===== src/rtl/vga_write_arbiter.sv =====
// Round-robin arbiter sharing the single VGA adapter pixel write port
// among the three drawing engines (background, car eraser, car drawer).
// A grant lasts for a whole burst and ends on done, on request withdrawal,
// or when a watchdog sees the holder stop plotting for too long.
module vga_write_arbiter #(
  parameter int X_W     = 8,
  parameter int Y_W     = 7,
  parameter int C_W     = 3,
  parameter int TIMEOUT = 1024
) (
  input  logic             clock,
  input  logic             reset,
  input  logic [2:0]       req,
  input  logic [2:0]       done,
  input  logic [2:0]       plot_in,
  input  logic [3*X_W-1:0] x_in,
  input  logic [3*Y_W-1:0] y_in,
  input  logic [3*C_W-1:0] col_in,
  output logic [2:0]       grant,
  output logic [X_W-1:0]   vga_x,
  output logic [Y_W-1:0]   vga_y,
  output logic [C_W-1:0]   vga_colour,
  output logic             vga_plot,
  output logic             busy,
  output logic             timeout_err,
  output logic [1:0]       timeout_id
);

  localparam int CNT_W = $clog2(TIMEOUT) + 1;
  // The counter holds the number of idle cycles before the current one, so a
  // holder that is also idle now has been idle for TIMEOUT-1 cycles when the
  // counter equals TIMEOUT-2.
  localparam logic [CNT_W-1:0] CNT_LIMIT = CNT_W'(TIMEOUT - 2);
  localparam logic [CNT_W-1:0] CNT_MAX   = {CNT_W{1'b1}};

  typedef enum logic [1:0] {IDLE, GRANT, RELEASE} state_t;

  state_t           state_reg, state_next;
  logic [2:0]       grant_reg, grant_next;
  logic [1:0]       last_winner_reg, last_winner_next;
  logic [CNT_W-1:0] wd_cnt_reg, wd_cnt_next;
  logic [X_W-1:0]   vga_x_reg, vga_x_next;
  logic [Y_W-1:0]   vga_y_reg, vga_y_next;
  logic [C_W-1:0]   vga_colour_reg, vga_colour_next;
  logic             vga_plot_reg, vga_plot_next;
  logic             timeout_err_reg, timeout_err_next;
  logic [1:0]       timeout_id_reg, timeout_id_next;

  // Unpacked per-requester views of the packed coordinate buses
  logic [X_W-1:0] x_arr [3];
  logic [Y_W-1:0] y_arr [3];
  logic [C_W-1:0] c_arr [3];

  generate
    for (genvar gi = 0; gi < 3; gi++) begin : g_unpack
      assign x_arr[gi] = x_in[gi*X_W +: X_W];
      assign y_arr[gi] = y_in[gi*Y_W +: Y_W];
      assign c_arr[gi] = col_in[gi*C_W +: C_W];
    end
  endgenerate

  logic [1:0] holder_idx;
  logic       h_plot, h_done, h_req;

  // Encode the one-hot grant into the holder index and pick its strobes
  always_comb begin
    holder_idx = 2'd0;
    if (grant_reg[1]) holder_idx = 2'd1;
    if (grant_reg[2]) holder_idx = 2'd2;
    h_plot = plot_in[holder_idx];
    h_done = done[holder_idx];
    h_req  = req[holder_idx];
  end

  logic       pick_valid;
  logic [1:0] pick_idx;

  // Round-robin pick: first requester scanning last_winner+1, +2, +3 (mod 3)
  always_comb begin
    logic [2:0] sum;
    logic [1:0] cand;
    pick_valid = 1'b0;
    pick_idx   = 2'd0;
    sum        = 3'd0;
    cand       = 2'd0;
    // Walk from the farthest offset down so the nearest offset wins
    for (int k = 3; k >= 1; k--) begin
      sum  = {1'b0, last_winner_reg} + 3'(k);
      cand = (sum >= 3'd3) ? 2'(sum - 3'd3) : 2'(sum);
      if (req[cand]) begin
        pick_valid = 1'b1;
        pick_idx   = cand;
      end
    end
  end

  // Next-state, grant, watchdog and pixel path
  always_comb begin
    state_next       = state_reg;
    grant_next       = grant_reg;
    last_winner_next = last_winner_reg;
    wd_cnt_next      = wd_cnt_reg;
    vga_x_next       = vga_x_reg;
    vga_y_next       = vga_y_reg;
    vga_colour_next  = vga_colour_reg;
    vga_plot_next    = 1'b0;
    timeout_err_next = 1'b0;
    timeout_id_next  = timeout_id_reg;
    case (state_reg)
      IDLE: begin
        if (pick_valid) begin
          grant_next       = 3'b001 << pick_idx;
          last_winner_next = pick_idx;
          wd_cnt_next      = '0;
          state_next       = GRANT;
        end
      end
      GRANT: begin
        vga_plot_next = h_plot;
        if (h_plot) begin
          vga_x_next      = x_arr[holder_idx];
          vga_y_next      = y_arr[holder_idx];
          vga_colour_next = c_arr[holder_idx];
          wd_cnt_next     = '0;
        end else if (wd_cnt_reg != CNT_MAX) begin
          wd_cnt_next = wd_cnt_reg + 1'b1;
        end
        // A plot, done or withdrawal on the limit cycle wins over the watchdog
        if (h_done || !h_req) begin
          grant_next = 3'b000;
          state_next = RELEASE;
        end else if (!h_plot && (wd_cnt_reg == CNT_LIMIT)) begin
          grant_next       = 3'b000;
          state_next       = RELEASE;
          timeout_err_next = 1'b1;
          timeout_id_next  = holder_idx;
        end
      end
      RELEASE: begin
        grant_next = 3'b000;
        state_next = IDLE;
      end
      default: begin
        grant_next = 3'b000;
        state_next = IDLE;
      end
    endcase
  end

  // State and output registers; reset also drops any pixel in flight
  always_ff @(posedge clock) begin
    if (reset) begin
      state_reg       <= IDLE;
      grant_reg       <= 3'b000;
      last_winner_reg <= 2'd2;
      wd_cnt_reg      <= '0;
      vga_x_reg       <= '0;
      vga_y_reg       <= '0;
      vga_colour_reg  <= '0;
      vga_plot_reg    <= 1'b0;
      timeout_err_reg <= 1'b0;
      timeout_id_reg  <= 2'd0;
    end else begin
      state_reg       <= state_next;
      grant_reg       <= grant_next;
      last_winner_reg <= last_winner_next;
      wd_cnt_reg      <= wd_cnt_next;
      vga_x_reg       <= vga_x_next;
      vga_y_reg       <= vga_y_next;
      vga_colour_reg  <= vga_colour_next;
      vga_plot_reg    <= vga_plot_next;
      timeout_err_reg <= timeout_err_next;
      timeout_id_reg  <= timeout_id_next;
    end
  end

  assign grant       = grant_reg;
  assign vga_x       = vga_x_reg;
  assign vga_y       = vga_y_reg;
  assign vga_colour  = vga_colour_reg;
  assign vga_plot    = vga_plot_reg;
  assign busy        = (state_reg != IDLE);
  assign timeout_err = timeout_err_reg;
  assign timeout_id  = timeout_id_reg;

endmodule

===== config.mk =====
export PLATFORM = sky130hd
export DESIGN_NAME = vga_write_arbiter
export DESIGN_NICKNAME = d
export VERILOG_FILES = /design/src/rtl/vga_write_arbiter.sv
export SDC_FILE = /design/constraint.sdc
export NUM_CORES = 1
export LEC_CHECK = 0
export ABC_AREA = 1
export BUFFER_PORTS_ARGS = -buffer_cell sky130_fd_sc_hd__clkbuf_2
export CAP_MARGIN = 20
export CORE_MARGIN = 4
export CORE_UTILIZATION = 48
export DETAILED_ROUTE_END_ITERATION = 6
export PLACE_DENSITY = 0.79
export SLEW_MARGIN = 0
export SYNTH_ARGS = -nofsm -noshare
export SYNTH_HDL_FRONTEND = slang
export SYNTH_SLANG_ARGS = --single-unit
export TNS_END_PERCENT = 1

===== constraint.sdc =====
create_clock -name clock -period 2.2 [get_ports clock]
set_input_delay 0.44 -clock clock [delete_from_list [all_inputs] [get_ports clock]]
set_output_delay 0.44 -clock clock [all_outputs]
set_load 0.02 [all_outputs]

After elaboration in Yosys (flattened, before gate mapping)
Index checks and enable logic that the tools add are counted.
{"block": "word_totals", "reg_bits": 40, "inputBits": 65}
{"block": "op_classes", "shift": 1, "bitwise": 3, "reduce_logical": 14, "magnitude_cmp": 8, "add_sub_neg": 7, "muxes": 45, "eq_ne": 6}
{"operator": "11-bit 2-to-1 mux", "n": 3}
{"operator": "11-bit one-hot mux with 2 select lines", "n": 1}
{"operator": "2-bit 2-to-1 mux", "n": 10}
{"operator": "8-bit binary-select mux with 2-bit select", "n": 1}
{"operator": "8-bit 2-to-1 mux", "n": 2}
{"operator": "3-bit 2-to-1 mux", "n": 5}
{"operator": "7-bit binary-select mux with 2-bit select", "n": 1}
{"operator": "7-bit 2-to-1 mux", "n": 2}
{"operator": "1-bit binary-select mux with 2-bit select", "n": 6}
{"operator": "2-bit by 3-bit < comparator with 1-bit output (second input constant)", "n": 4}
{"operator": "11-bit by 1-bit adder with 11-bit output (second input constant)", "n": 1}
{"operator": "11-bit by 10-bit == test with 1-bit output (second input constant)", "n": 1}
{"operator": "1-bit 2-to-1 mux", "n": 11}
{"operator": "11-bit inequality test (second input constant)", "n": 1}
{"operator": "3-bit by 2-bit greater-or-equal comparator with 1-bit output (second input constant)", "n": 3}
{"operator": "2-bit by 2-bit adder with 3-bit output (second input constant)", "n": 2}
{"operator": "3-bit binary-select mux with 2-bit select", "n": 1}
{"operator": "3-bit inequality test (second input constant)", "n": 2}
{"operator": "3-bit one-hot mux with 2 select lines", "n": 1}
{"operator": "2-bit AND reduction", "n": 3}
{"operator": "3-bit AND reduction", "n": 2}
{"operator": "2-bit subtractor (second input constant)", "n": 3}
{"operator": "2-bit one-hot mux with 2 select lines", "n": 1}
{"operator": "2-bit nonzero test", "n": 2}
{"operator": "13 further kinds", "n": 15}

Longest topological paths before layout
Gate-level depths: netlist (run 1).
{"block": "logic_depth", "ltp_word": 11, "ltp_mapped": 14, "depth_no_buf": 13}

Least setup slack after synthesis (run 1)
Ideal clock, no wire load.
{"block": "synth_path", "kind": "register to register", "start": "register last_winner_reg[0]", "end": "register wd_cnt_reg[7]", "required_time_ns": 2.087, "path_slack_ns": 0.367, "setup_time_ns": 0.113, "period_less_slack_ns": 1.833, "stages_incl_launch_ff": 14, "t_arrival_ns": 1.720, "path_cell_list": "dfxtp_1 inv_1 ha_1 buf_4 inv_1 nand2_1 nand2_1 nand2_1 nor2_2 nand2_2 nand2_4 nand2_1 nand2_1 nor2_1"}
{"block": "synth_via", "elab_chain_cells": 10, "word_cells_on_any_way": 23, "cone_classes": "add/sub (6); order compare (3); eq/ne (1); mux (12); reduce/logical (1)"}
{"element": "start: declaration", "line_no": "40", "source": "logic [1:0] last_winner_reg, last_winner_next;"}
{"element": "start signal: assignment", "line_no": "166", "source": "last_winner_reg <= last_winner_next;"}
{"element": "2-bit by 2-bit adder with 3-bit output", "line_no": "88", "source": "sum = {1'b0, last_winner_reg} + 3'(k);"}
{"element": "3-bit by 2-bit greater-or-equal comparator with 1-bit output or 2-bit subtractor (tied branches)", "line_no": "89", "source": "cand = (sum >= 3'd3) ? 2'(sum - 3'd3) : 2'(sum);"}
{"element": "2-bit 2-to-1 mux", "line_no": "89"}
{"element": "1-bit binary-select mux with 2-bit select", "line_no": "90", "source": "if (req[cand]) begin"}
{"element": "1-bit 2-to-1 mux (not written as such)", "line_no": "90"}
{"element": "1-bit 2-to-1 mux (2 in a row)", "line_no": "90"}
{"element": "1-bit 2-to-1 mux *", "line_no": "90"}
{"element": "2-bit inequality test (no source line) *"}
{"element": "3-bit AND reduction (no source line) *"}
{"element": "end signal: assignment", "line_no": "167", "source": "wd_cnt_reg <= wd_cnt_next;"}
{"element": "end: declaration", "line_no": "41", "source": "logic [CNT_W-1:0] wd_cnt_reg, wd_cnt_next;"}
Every way passes the cells marked *; elsewhere a longest branch is shown, timed or not. The select of a mux whose other input is x is not followed.
A chain may end at the register's enable or synchronous reset.

Worst setup path in the final report (run 1)
{"block": "layout_path", "start": "register last_winner_reg[0]", "end": "register wd_cnt_reg[10]"}
The elaborated chain is that of the path after synthesis.

==> reports/summary.txt, run 1 <==
result of the run - complete, no violations
initial antenna violation count - 0
IO Pins - 91
core box area - 0.004444 mm2
clock buffer count from CTS - 5
Crit Path Class - flop to flop
Worst-Skew Late Latency - 0.30 ns
ys flop type - dfxtp_1
number of synthesized flops with an enable pin - 0
row count - 24
CP max-delay cell - dfxtp_1
vias in the first global route - 2356
HPWL after DPL - 4.725 mm
CTS clk-pin slew, worst paths - 0.08 ns
peak supply drop - 0.7201 mV
final hold slack - 0.4090 ns
Final ANT Viol Nets - 0
Post-Place Cell Area - 0.002738 mm2
Final WS setup - 0.1594 ns
maxcap violations - 0
Syn Nets - 410
drt initial violations - 150
Worst EP arrival - 2.26 ns
CP required - 2.42 ns
RSZ-0062 raised after global routing - false
layout cells sized above 1 - 27.38%
final setup fails - 0
pwr dens - 1200 mW/mm2
post-route minimum period - 2.041 ns
Mapped Cells - 340
family with the most delay on the worst path - simple AND/OR/NAND/NOR gates
final count of pins violating max slew - 0
Static Leak - 1.410 nW
final period utilization - 92.76%
CTS tree - yes
RePlAce Congestion - 0.8518
routed wire length - 6.177 mm
largest net degree at the start of global routing - 37
grt total ovfl - 0
post-synthesis cell type count - 26
drt drc - 0
first-pass GRT wire length - 10.39 mm
Root Buffer - clkbuf_8
die area - 0.005840 mm2
Crit path top cell by count - nand2_1
Slew headroom - 56.16%
Clock Path Buffers - 2
Yosys reg bits - 40
Yosys warnings - 0
worst slew pin tran - 0.6561 ns
sequential area share after synthesis - 35.63%
Fin. Hold Viols - 0
Final Util - 64.39%
Largest register FFs - 11
port buffer count - 90
Place WS - 0.1282 ns
Ant. Diodes - 0
DR WL/cell - 12.79 um
Synth area leader - dfxtp_1
leading cell type in the layout, fill and taps excluded - nand2_1
worst path cell trace - inv_1, ha_2, inv_1, nand2_1, nand3_1, nand2_1, nand2_1, nor2_2, nand2_4, nand3_1, nand2_1, a21oi_1
DR vias/cell - 5.170
drt first pass iters - 4
die height - 76.42 um
synth top area cells - dfxtp_1, nand2_1, a41oi_1, nand3_1, o21ai_0
Final nets - 500
commonest cells after routing, fill and taps aside - nand2_1, clkbuf_2, dfxtp_1
syn_area_per_cell - 6.609 um2
Crit Path Max Fanout - 11
Area Overhead vs Synth - 27.34%
Max stage delay on crit path - 0.40 ns
Sink Count - 40
Die Width - 76.42 um
post-synthesis cell area - 0.002247 mm2
achievable frequency - 490.0 MHz
CTS Hold Bufs - 0
final instance area - 0.002861 mm2
initial cell density of the core - 50.56%
Startpoint Class - flop
Worst Path Buf+Inv - 2
CTS H-tree depth - 2
skew final - 0.005268 ns
Worst setup EP type - flop
Post-CTS Setup Inserts - 0
Yosys top cell area share - 35.63%
via count - 2497
GR Util All Layers - 21.31%
Post-synth ARST share - 0%
setup TNS - 0 ns
Worst Hold Class - input pin to flop
## what timing repair did
item,CTS,global route
endpoints found under the hold margin,0,0
setup endpoints to repair,0,14
resized for setup,0,3
## synth_stat cells, types with 2 or more instances
| cell | instances |
|---|---|
| nor2_2 | 3 |
| a41oi_1 | 18 |
| or2_2 | 2 |
| buf_2 | 2 |
| dfxtp_1 | 40 |
| buf_4 | 2 |
| clkbuf_1 | 8 |
| a21oi_1 | 17 |
| nand3_1 | 25 |
| nand2_1 | 116 |
| o21ai_0 | 24 |
| nand2_4 | 3 |
| nor2_4 | 3 |
| inv_1 | 31 |
| nor3_1 | 2 |
| ha_1 | 5 |
| nand4_1 | 4 |
| nor2_1 | 26 |
| nand2_2 | 2 |
## routing by layer
layer,routed length (um),global-route usage (%)
met1,2785,26.36
met2,2906,36.03
met3,453,5.674
met4,31,6.522
met5,0,0
## final cells by class
class	count	area (um2)
tap	52	65.06
sequential	40	800.8
clock buffer	6	72.57
clock inverter	2	35.03
fill	405	1583
multi-input combinational	256	1284
inverter	33	123.9
timing repair buffer	94	480.5
## worst paths after layout
kind	startpoint	endpoint	slack, ns	depth (start not counted)
setup / recovery	last_winner_reg[0]$_SDFFE_PP0P_	wd_cnt_reg[10]$_SDFFE_PP0P_	0.16	12
hold / removal	x_in[0]	vga_x[0]$_SDFFE_PP0P_	0.41	3
hold reg to reg	timeout_id[0]$_SDFFE_PP0P_	timeout_id[0]$_SDFFE_PP0P_	0.48	2
setup reg to reg	last_winner_reg[0]$_SDFFE_PP0P_	wd_cnt_reg[10]$_SDFFE_PP0P_	0.16	12
## metrics by stage
stage / power, mW / cells
2_1_floorplan: 2.338 / 340
3_3_place_gp: 2.786 / 474
3_5_place_dp: 2.815 / 474
4_1_cts: 3.424 / 482
5_1_grt: 3.734 / 483
6_report: 3.434 / 483
## where the power goes
part	switching [mW]	internal, mW	total, mW
clock network	0.258	0.337	0.594
logic	1.23	0.575	1.80
registers	0.125	0.912	1.04
total	1.61	1.82	3.43
## cells by family (layout without fill, tap and decap cells)
family	count (synthesis)	after routing	share of synthesized area, %
buf+inv	45	135	7.962
compound gates	62	62	17.15
flops	40	40	35.63
fa+ha+maj	5	5	2.784
xor+xnor	1	1	0.3898
simple gates	187	188	36.08
## tightest hold or removal path, delay by kind of cell
| family | cells | cell delay, ns |
|---|---|---|
| compound gates | 1 | 0.09 |
| buf+inv | 1 | 0.08 |
| simple gates | 1 | 0.05 |
No activity file was read; power rests on OpenSTA's default activity.
==> run 2: changes to the inputs <==
Settings changed: ABC_AREA 1 to not set, BUFFER_PORTS_ARGS -buffer_cell sky130_fd_sc_hd__clkbuf_2 to -buffer_cell sky130_fd_sc_hd__buf_2, CORE_UTILIZATION 48 to 49, PLACE_DENSITY 0.79 to 0.8, SLEW_MARGIN 0 to not set.
==> reports/summary.txt, run 2 <==
Psw - 1.276 mW (was 1.610 mW)
Clk pwr share - 16.6% (was 17.3%)
Ant. Diodes - 0 (unchanged)
die area - 0.006030 mm2 (was 0.005840 mm2)
Most Used Layer, Global Route - met2 (unchanged)
Die Width - 77.66 um (was 76.42 um)
CTS clk-pin slew, worst paths - 0.08 ns (about the same)
drt first pass iters - 4 (unchanged)
Post-synth ARST share - 0% (unchanged)
pwr dens - 1015 mW/mm2 (was 1200 mW/mm2)
sequential area share after synthesis - 33.68% (was 35.63%)
Mapped Cells - 297 (was 340)
row count - 25 (was 24)
initial cell density of the core - 50.33% (was 50.56%)
R2R depth - 9 (was 12)
Worst-Skew Late Latency - 0.30 ns (about the same)
Sequential Power Share - 29.9% (was 30.2%)
via count - 2449 (was 2497)
number of synthesized flops with an enable pin - 0 (unchanged)
Root Buffer - clkbuf_8 (unchanged)
reg2reg start - last_winner_reg[0]$_SDFFE_PP0P_ (unchanged)
drt drc - 0 (unchanged)
Slew headroom - 62.39% (was 56.16%)
DR vias/cell - 5.289 (was 5.170)
CTS Hold Bufs - 0 (unchanged)
CTS tree - yes (unchanged)
crit path from - last_winner_reg[0]$_SDFFE_PP0P_ (unchanged)
Syn Nets - 367 (was 410)
GR Util All Layers - 20.30% (was 21.31%)
result of the run - complete, no violations (unchanged)
clock buffer count from CTS - 5 (unchanged)
Worst path depth - 9 (was 12)
Yosys reg bits - 40 (unchanged)
CP required - 2.43 ns (was 2.42 ns)
Worst Path Buf+Inv - 3 (was 2)
Static Leak - 1.275 nW (was 1.410 nW)
Yosys warnings - 0 (unchanged)
final setup fails - 0 (unchanged)
Post-Place Cell Area - 0.002973 mm2 (was 0.002738 mm2)
worst slew pin tran - 0.5641 ns (was 0.6561 ns)
commonest cells after routing, fill and taps aside - buf_2, nand2_1, dfxtp_1 (was nand2_1, clkbuf_2, dfxtp_1)
DR WL/cell - 13.33 um (was 12.79 um)
most frequent cell after synthesis - nand2_1 (unchanged)
final instance area - 0.003114 mm2 (was 0.002861 mm2)
Worst Hold Class - flop to flop (was input pin to flop)
Max stage delay on crit path - 0.53 ns (was 0.40 ns)
CP max-delay cell - or4_1 (was dfxtp_1)
met3 Use GR - 5.104% (was 5.674%)
maxcap violations - 0 (unchanged)
Worst EP arrival - 2.39 ns (was 2.26 ns)
final count of pins violating max slew - 0 (unchanged)
Synth area leader - dfxtp_1 (unchanged)
GR Util met1 - 22.64% (was 26.36%)
achievable frequency - 462.5 MHz (was 490.0 MHz)
post-synthesis cell area - 0.002377 mm2 (was 0.002247 mm2)
final period utilization - 98.27% (was 92.76%)
drt initial violations - 113 (was 150)
worst path cell trace - inv_4, ha_4, mux2_2, a222oi_1, buf_4, and2_4, buf_12, or4_1, a21oi_2 (was inv_1, ha_2, inv_1, nand2_1, nand3_1, nand2_1, nand2_1, nor2_2, nand2_4, nand3_1, nand2_1, a21oi_1)
worst setup path end - wd_cnt_reg[10]$_SDFFE_PP0P_ (unchanged)
Worst R2R End - wd_cnt_reg[10]$_SDFFE_PP0P_ (unchanged)
IO Pins - 91 (unchanged)
Tot Pwr - 3.161 mW (was 3.434 mW)
Yosys top cell area share - 33.68% (was 35.63%)
ys flop type - dfxtp_1 (unchanged)
leading cell type in the layout, fill and taps excluded - buf_2 (was nand2_1)
Final nets - 465 (was 500)
RSZ-0062 raised after global routing - true (was false)
Crit Path Class - flop to flop (unchanged)
synth top area cells - dfxtp_1, nand2_1, mux2i_1, a21oi_1, o21ai_0 (was dfxtp_1, nand2_1, a41oi_1, nand3_1, o21ai_0)
Crit Path Max Fanout - 11 (unchanged)
largest net degree at the start of global routing - 32 (was 37)
skew final - 0.005930 ns (was 0.005268 ns)
routed wire length - 6.173 mm (was 6.177 mm)
vias in the first global route - 2304 (was 2356)
Fin. Hold Viols - 0 (unchanged)
post-route minimum period - 2.162 ns (was 2.041 ns)
initial antenna violation count - 0 (unchanged)
Internal Pwr Total - 1.885 mW (was 1.824 mW)
Area Overhead vs Synth - 31.00% (was 27.34%)
syn_area_per_cell - 8.004 um2 (was 6.609 um2)
family with the most delay on the worst path - simple AND/OR/NAND/NOR gates (unchanged)
Sink Count - 40 (unchanged)
logic gate share of total power - 53.6% (was 52.5%)
Final ANT Viol Nets - 0 (unchanged)
peak supply drop - 0.5702 mV (was 0.7201 mV)
sw frac - 40.37% (was 46.88%)
core box area - 0.004723 mm2 (was 0.004444 mm2)
r2r setup slk - 0.04 ns (was 0.16 ns)
grt total ovfl - 0 (unchanged)
Startpoint Class - flop (unchanged)
Synth top cells by count - nand2_1, dfxtp_1, a21oi_1, o21ai_0, mux2i_1 (was nand2_1, dfxtp_1, inv_1, nor2_1, nand3_1)
Worst setup EP type - flop (unchanged)
RePlAce Congestion - 0.9567 (was 0.8518)
layout cells sized above 1 - 37.88% (was 27.38%)
Clock Path Buffers - 2 (unchanged)
grt met2 use - 36.47% (was 36.03%)
CTS H-tree depth - 2 (unchanged)
post-synthesis cell type count - 52 (was 26)
Largest register FFs - 11 (unchanged)
first-pass GRT wire length - 9.970 mm (was 10.39 mm)
HPWL after DPL - 4.785 mm (was 4.725 mm)
port buffer count - 90 (unchanged)
die height - 77.66 um (was 76.42 um)
run 2: cell types whose count changed after synthesis, moves of 16 or more:
cell,previous run,this run
a21oi_1,17,34
a41oi_1,18,1
inv_1,31,6
mux2i_1,0,20
nand2_1,116,65
nand3_1,25,4
nor2_1,26,10
run 2: layer usage:
layer | routed length (um) | vias up
met5 | 0 | -
met4 | 102 | 0
met3 | 389 | 9
met2 | 3219 | 82
met1 | 2462 | 1103
li1 | - | 1255
run 2: timing repair:
item | in CTS | in global routing
setup buffers | 1 | 0
pin swaps | 1 | 5
gates resized for setup | 5 | 7
setup endpoints to repair | 11 | 12
run 2: worst register-to-register path, cell delays in order (launching register included):
cell and delay, ns:
dfxtp_2 0.36, inv_4 0.05, ha_4 0.26, mux2_2 0.22, a222oi_1 0.06, buf_4 0.16
and2_4 0.18, buf_12 0.14, or4_1 0.53, a21oi_2 0.14
run 2: metrics by stage:
stage / TNS (ns) / hold WS (ns) / instances / util (%) / worst slack [ns]
after floorplan: -1.071 / 0.4510 / 297 / - / -0.1281
after detailed placement: -0.5036 / 0.4466 / 453 / 62.94 / -0.1002
after global placement: 0 / 0.4382 / 453 / 62.94 / 0.01484
after CTS: 0 / 0.4590 / 462 / 65.32 / 0.01482
final: 0 / 0.4557 / 463 / 65.93 / 0.03797
after global routing: -0.6119 / 0.4776 / 463 / 65.93 / -0.07209
run 2: worst min-delay path by stage:
| stage | cells past startpoint | slack (ns) | to | start |
|---|---|---|---|---|
| final | 2 | 0.46 | vga_colour[0]$_SDFFE_PP0P_ | vga_colour[0]$_SDFFE_PP0P_ |
| after global routing | 2 | 0.48 | vga_x[2]$_SDFFE_PP0P_ | vga_x[2]$_SDFFE_PP0P_ |
| after CTS | 2 | 0.46 | vga_y[4]$_SDFFE_PP0P_ | vga_y[4]$_SDFFE_PP0P_ |
| after detailed placement | 2 | 0.45 | vga_y[1]$_SDFFE_PP0P_ | vga_y[1]$_SDFFE_PP0P_ |
| after global placement | 2 | 0.44 | vga_x[5]$_SDFFE_PP0P_ | vga_x[5]$_SDFFE_PP0P_ |
| after floorplan | 1 | 0.45 | wd_cnt_reg[9]$_SDFFE_PP0P_ | wd_cnt_reg[9]$_SDFFE_PP0P_ |
run 2: kinds of logic (layout without fill, tap and decap cells):
logic type | Yosys count | in the layout | share of synthesized area [%]
AOI/OAI and AO/OA | 83 | 83 | 22.16
adders and majority gates | 5 | 5 | 2.632
buffers and inverters | 28 | 127 | 6.105
DFF | 40 | 40 | 33.68
muxes | 25 | 25 | 10.95
and+or+nand+nor | 116 | 116 | 24.47
run 2: area by class of cell:
cell class	instances	area [um2]
clock buffers	6	82.58
fillers	398	1609
repair buffers	113	643.1
clock inverters	2	15.01
flip-flops and latches	40	803.3
inverters	6	25.02
well taps	67	83.83
multi-input cells	229	1461
run 2: power groups by stage:
stage          clock [mW]  sequential (mW)  combinational, mW
6_report            0.524            0.944               1.69
5_1_grt             0.568            0.960               1.86
4_1_cts             0.535            0.941               1.67
3_5_place_dp            0            0.952               1.64
3_3_place_gp            0            0.946               1.60
2_1_floorplan           0             1.04               1.07
==> run 3: changes to the inputs <==
==> constraint.sdc (replaced) <==
create_clock -name clock -period 2.2 [get_ports clock]
set_input_delay 0.11 -clock clock [delete_from_list [all_inputs] [get_ports clock]]
set_output_delay 0.11 -clock clock [all_outputs]
set_load 0.02 [all_outputs]
==> reports/summary.txt, run 3 (same netlist as run 2, synthesis figures left out) <==
result of the run - complete, no violations (unchanged)
area of the multi-input gates - 0.001470 mm2 (was 0.001461 mm2)
core box area - 0.004723 mm2 (unchanged)
Final ANT Viol Nets - 0 (unchanged)
DR WL/cell - 13.69 um (was 13.33 um)
grt total ovfl - 0 (unchanged)
non-filler instance count after layout - 462 (was 463)
Post-Place Cell Area - 0.002973 mm2 (unchanged)
Final nets - 464 (was 465)
min-delay src - x_in[20] (was vga_colour[0]$_SDFFE_PP0P_)
r2r setup slk - 0.06 ns (was 0.04 ns)
layout cells sized above 1 - 37.47% (was 37.88%)
Worst-Skew Late Latency - 0.29 ns (was 0.30 ns)
setup TNS - 0 ns (unchanged)
worst path cell trace - inv_4, ha_4, mux2_4, a222oi_1, buf_4, a221oi_1, or2_1, buf_4, a211oi_2 (was inv_4, ha_4, mux2_2, a222oi_1, buf_4, and2_4, buf_12, or4_1, a21oi_2)
Tot Pwr - 3.206 mW (was 3.161 mW)
first-pass GRT wire length - 10.38 mm (was 9.970 mm)
worst hold path cell count - 5 (was 2)
final count of pins violating max slew - 0 (unchanged)
Sink Count - 40 (unchanged)
final hold slack - 0.1788 ns (was 0.4557 ns)
CTS clk-pin slew, worst paths - 0.08 ns (about the same)
GR Util All Layers - 20.86% (was 20.30%)
Max stage delay on crit path - 0.36 ns (was 0.53 ns)
Crit Path Class - flop to flop (unchanged)
initial antenna violation count - 0 (unchanged)
Fin. Hold Viols - 0 (unchanged)
final instance area - 0.003118 mm2 (was 0.003114 mm2)
Internal Pwr Total - 1.941 mW (was 1.885 mW)
DR vias/cell - 5.398 (was 5.289)
sequential cell area - 803.3 um2 (unchanged)
initial cell density of the core - 50.33% (unchanged)
RePlAce Congestion - 0.9333 (was 0.9567)
drt initial violations - 157 (was 113)
Crit path top cell by count - buf_4
maxcap violations - 0 (unchanged)
reg2reg start - last_winner_reg[0]$_SDFFE_PP0P_ (unchanged)
Worst R2R End - wd_cnt_reg[1]$_SDFFE_PP0P_ (was wd_cnt_reg[10]$_SDFFE_PP0P_)
Final WS setup - 0.06152 ns (was 0.03797 ns)
worst slew pin tran - 0.5628 ns (was 0.5641 ns)
Crit Path Max Fanout - 6 (was 11)
placed insts - 453 (unchanged)
RSZ-0062 raised after global routing - true (unchanged)
Worst setup EP type - flop (unchanged)
CTS tree - yes (unchanged)
Worst path depth - 9 (unchanged)
CP max-delay cell - dfxtp_2 (was or4_1)
Static Leak - 1.277 nW (was 1.275 nW)
R2R depth - 9 (unchanged)
pwr dens - 1028 mW/mm2 (was 1015 mW/mm2)
sw frac - 39.46% (was 40.37%)
hold endpoint - vga_x[4]$_SDFFE_PP0P_ (was vga_colour[0]$_SDFFE_PP0P_)
skew final - 0.004675 ns (was 0.005930 ns)
Worst EP arrival - 2.35 ns (was 2.39 ns)
via count - 2494 (was 2449)
Root Buffer - clkbuf_8 (unchanged)
row count - 25 (unchanged)
clock buffer count from CTS - 5 (unchanged)
Sequential Power Share - 29.6% (was 29.9%)
Clk pwr share - 18.3% (was 16.6%)
peak supply drop - 0.5911 mV (was 0.5702 mV)
Startpoint Class - flop (unchanged)
commonest cells after routing, fill and taps aside - buf_2, nand2_1, dfxtp_1 (unchanged)
final period utilization - 97.20% (was 98.27%)
final setup fails - 0 (unchanged)
drt first pass iters - 4 (unchanged)
IO Pins - 91 (unchanged)
vias in the first global route - 2358 (was 2304)
Worst Hold Class - input pin to flop (was flop to flop)
Ant. Diodes - 0 (unchanged)
Area Overhead vs Synth - 31.16% (was 31.00%)
Final Util - 66.01% (was 65.93%)
CP required - 2.41 ns (was 2.43 ns)
die area - 0.006030 mm2 (unchanged)
Psw - 1.265 mW (was 1.276 mW)
CTS H-tree depth - 2 (unchanged)
drt drc - 0 (unchanged)
Worst Path Buf+Inv - 3 (unchanged)
Post-CTS Setup Inserts - 0 (was 1)
CTS Hold Bufs - 0 (unchanged)
port buffer count - 90 (unchanged)
Slew headroom - 62.48% (was 62.39%)
logic gate share of total power - 52.1% (was 53.6%)
post-route minimum period - 2.138 ns (was 2.162 ns)
family with the most delay on the worst path - compound AO/OA/AOI/OAI gates (was simple AND/OR/NAND/NOR gates)
Place WS - -0.04532 ns (was -0.1002 ns)
achievable frequency - 467.6 MHz (was 462.5 MHz)
largest net degree at the start of global routing - 32 (unchanged)
Die Width - 77.66 um (unchanged)
fill count - 384 (was 398)
HPWL after DPL - 4.848 mm (was 4.785 mm)
Clock Path Buffers - 2 (unchanged)
leading cell type in the layout, fill and taps excluded - buf_2 (unchanged)
Largest register FFs - 11 (unchanged)
die height - 77.66 um (unchanged)
routed wire length - 6.325 mm (was 6.173 mm)
[run 3: cell types whose count changed in the layout (fill, tap and decap cells not counted)]
cell / previous run / this run
a21oi_1: 31 / 32
a21oi_2: 3 / 2
buf_4: 20 / 21
buf_6: 2 / 0
bufinv_16: 0 / 1
clkbuf_1: 0 / 1
clkbuf_8: 6 / 5
clkinv_2: 0 / 1
clkinvlp_4: 2 / 0
ha_1: 4 / 3
ha_4: 1 / 2
[run 3: per-layer routing]
layer | up-vias | track usage, % | wire (um)
li1 | 1262 | - | -
met1 | 1142 | 23.50 | 2558
met2 | 84 | 37.93 | 3276
met3 | 6 | 6.265 | 417
met4 | 0 | 5.338 | 72
met5 | - | 0 | 0
[run 3: final cells by class]
cell class              count  area share (%)
clock buffers               6           2.327
clock inverters             2           1.124
inverters                   6          0.8026
multi-input cells         229           47.15
flip-flops and latches     40           25.76
well taps                  67           2.689
repair buffers            112           20.14
[run 3: worst max-delay path by stage]
stage,to,slack (ns),startpoint
after floorplan,wd_cnt_reg[1]$_SDFFE_PP0P_,-0.13,last_winner_reg[0]$_SDFFE_PP0P_
after global placement,wd_cnt_reg[1]$_SDFFE_PP0P_,0.01,last_winner_reg[1]$_SDFFE_PP1P_
after detailed placement,wd_cnt_reg[9]$_SDFFE_PP0P_,-0.05,last_winner_reg[1]$_SDFFE_PP1P_
after CTS,wd_cnt_reg[1]$_SDFFE_PP0P_,0.01,last_winner_reg[1]$_SDFFE_PP1P_
after global routing,wd_cnt_reg[1]$_SDFFE_PP0P_,-0.1,last_winner_reg[0]$_SDFFE_PP0P_
final,wd_cnt_reg[1]$_SDFFE_PP0P_,0.06,last_winner_reg[0]$_SDFFE_PP0P_
[run 3: power by group through the flow]
stage / clock network [mW] / logic (mW) / registers (mW)
2_1_floorplan: 0 / 1.07 / 1.04
3_3_place_gp: 0 / 1.59 / 0.949
3_5_place_dp: 0 / 1.63 / 0.954
4_1_cts: 0.600 / 1.65 / 0.942
5_1_grt: 0.635 / 1.84 / 0.967
6_report: 0.586 / 1.67 / 0.948
[run 3: tightest hold or removal path, cell delays in order]
cell and delay, ns:
buf_2 0.07, nand2_1 0.04, o21ai_0 0.06, nand2_1 0.05
a21oi_1 0.10
[run 3: repair_timing]
item                                    in CTS  in global routing
endpoints found under the setup margin      11                 12
resized for setup                            4                  7
pin swaps                                    0                  3
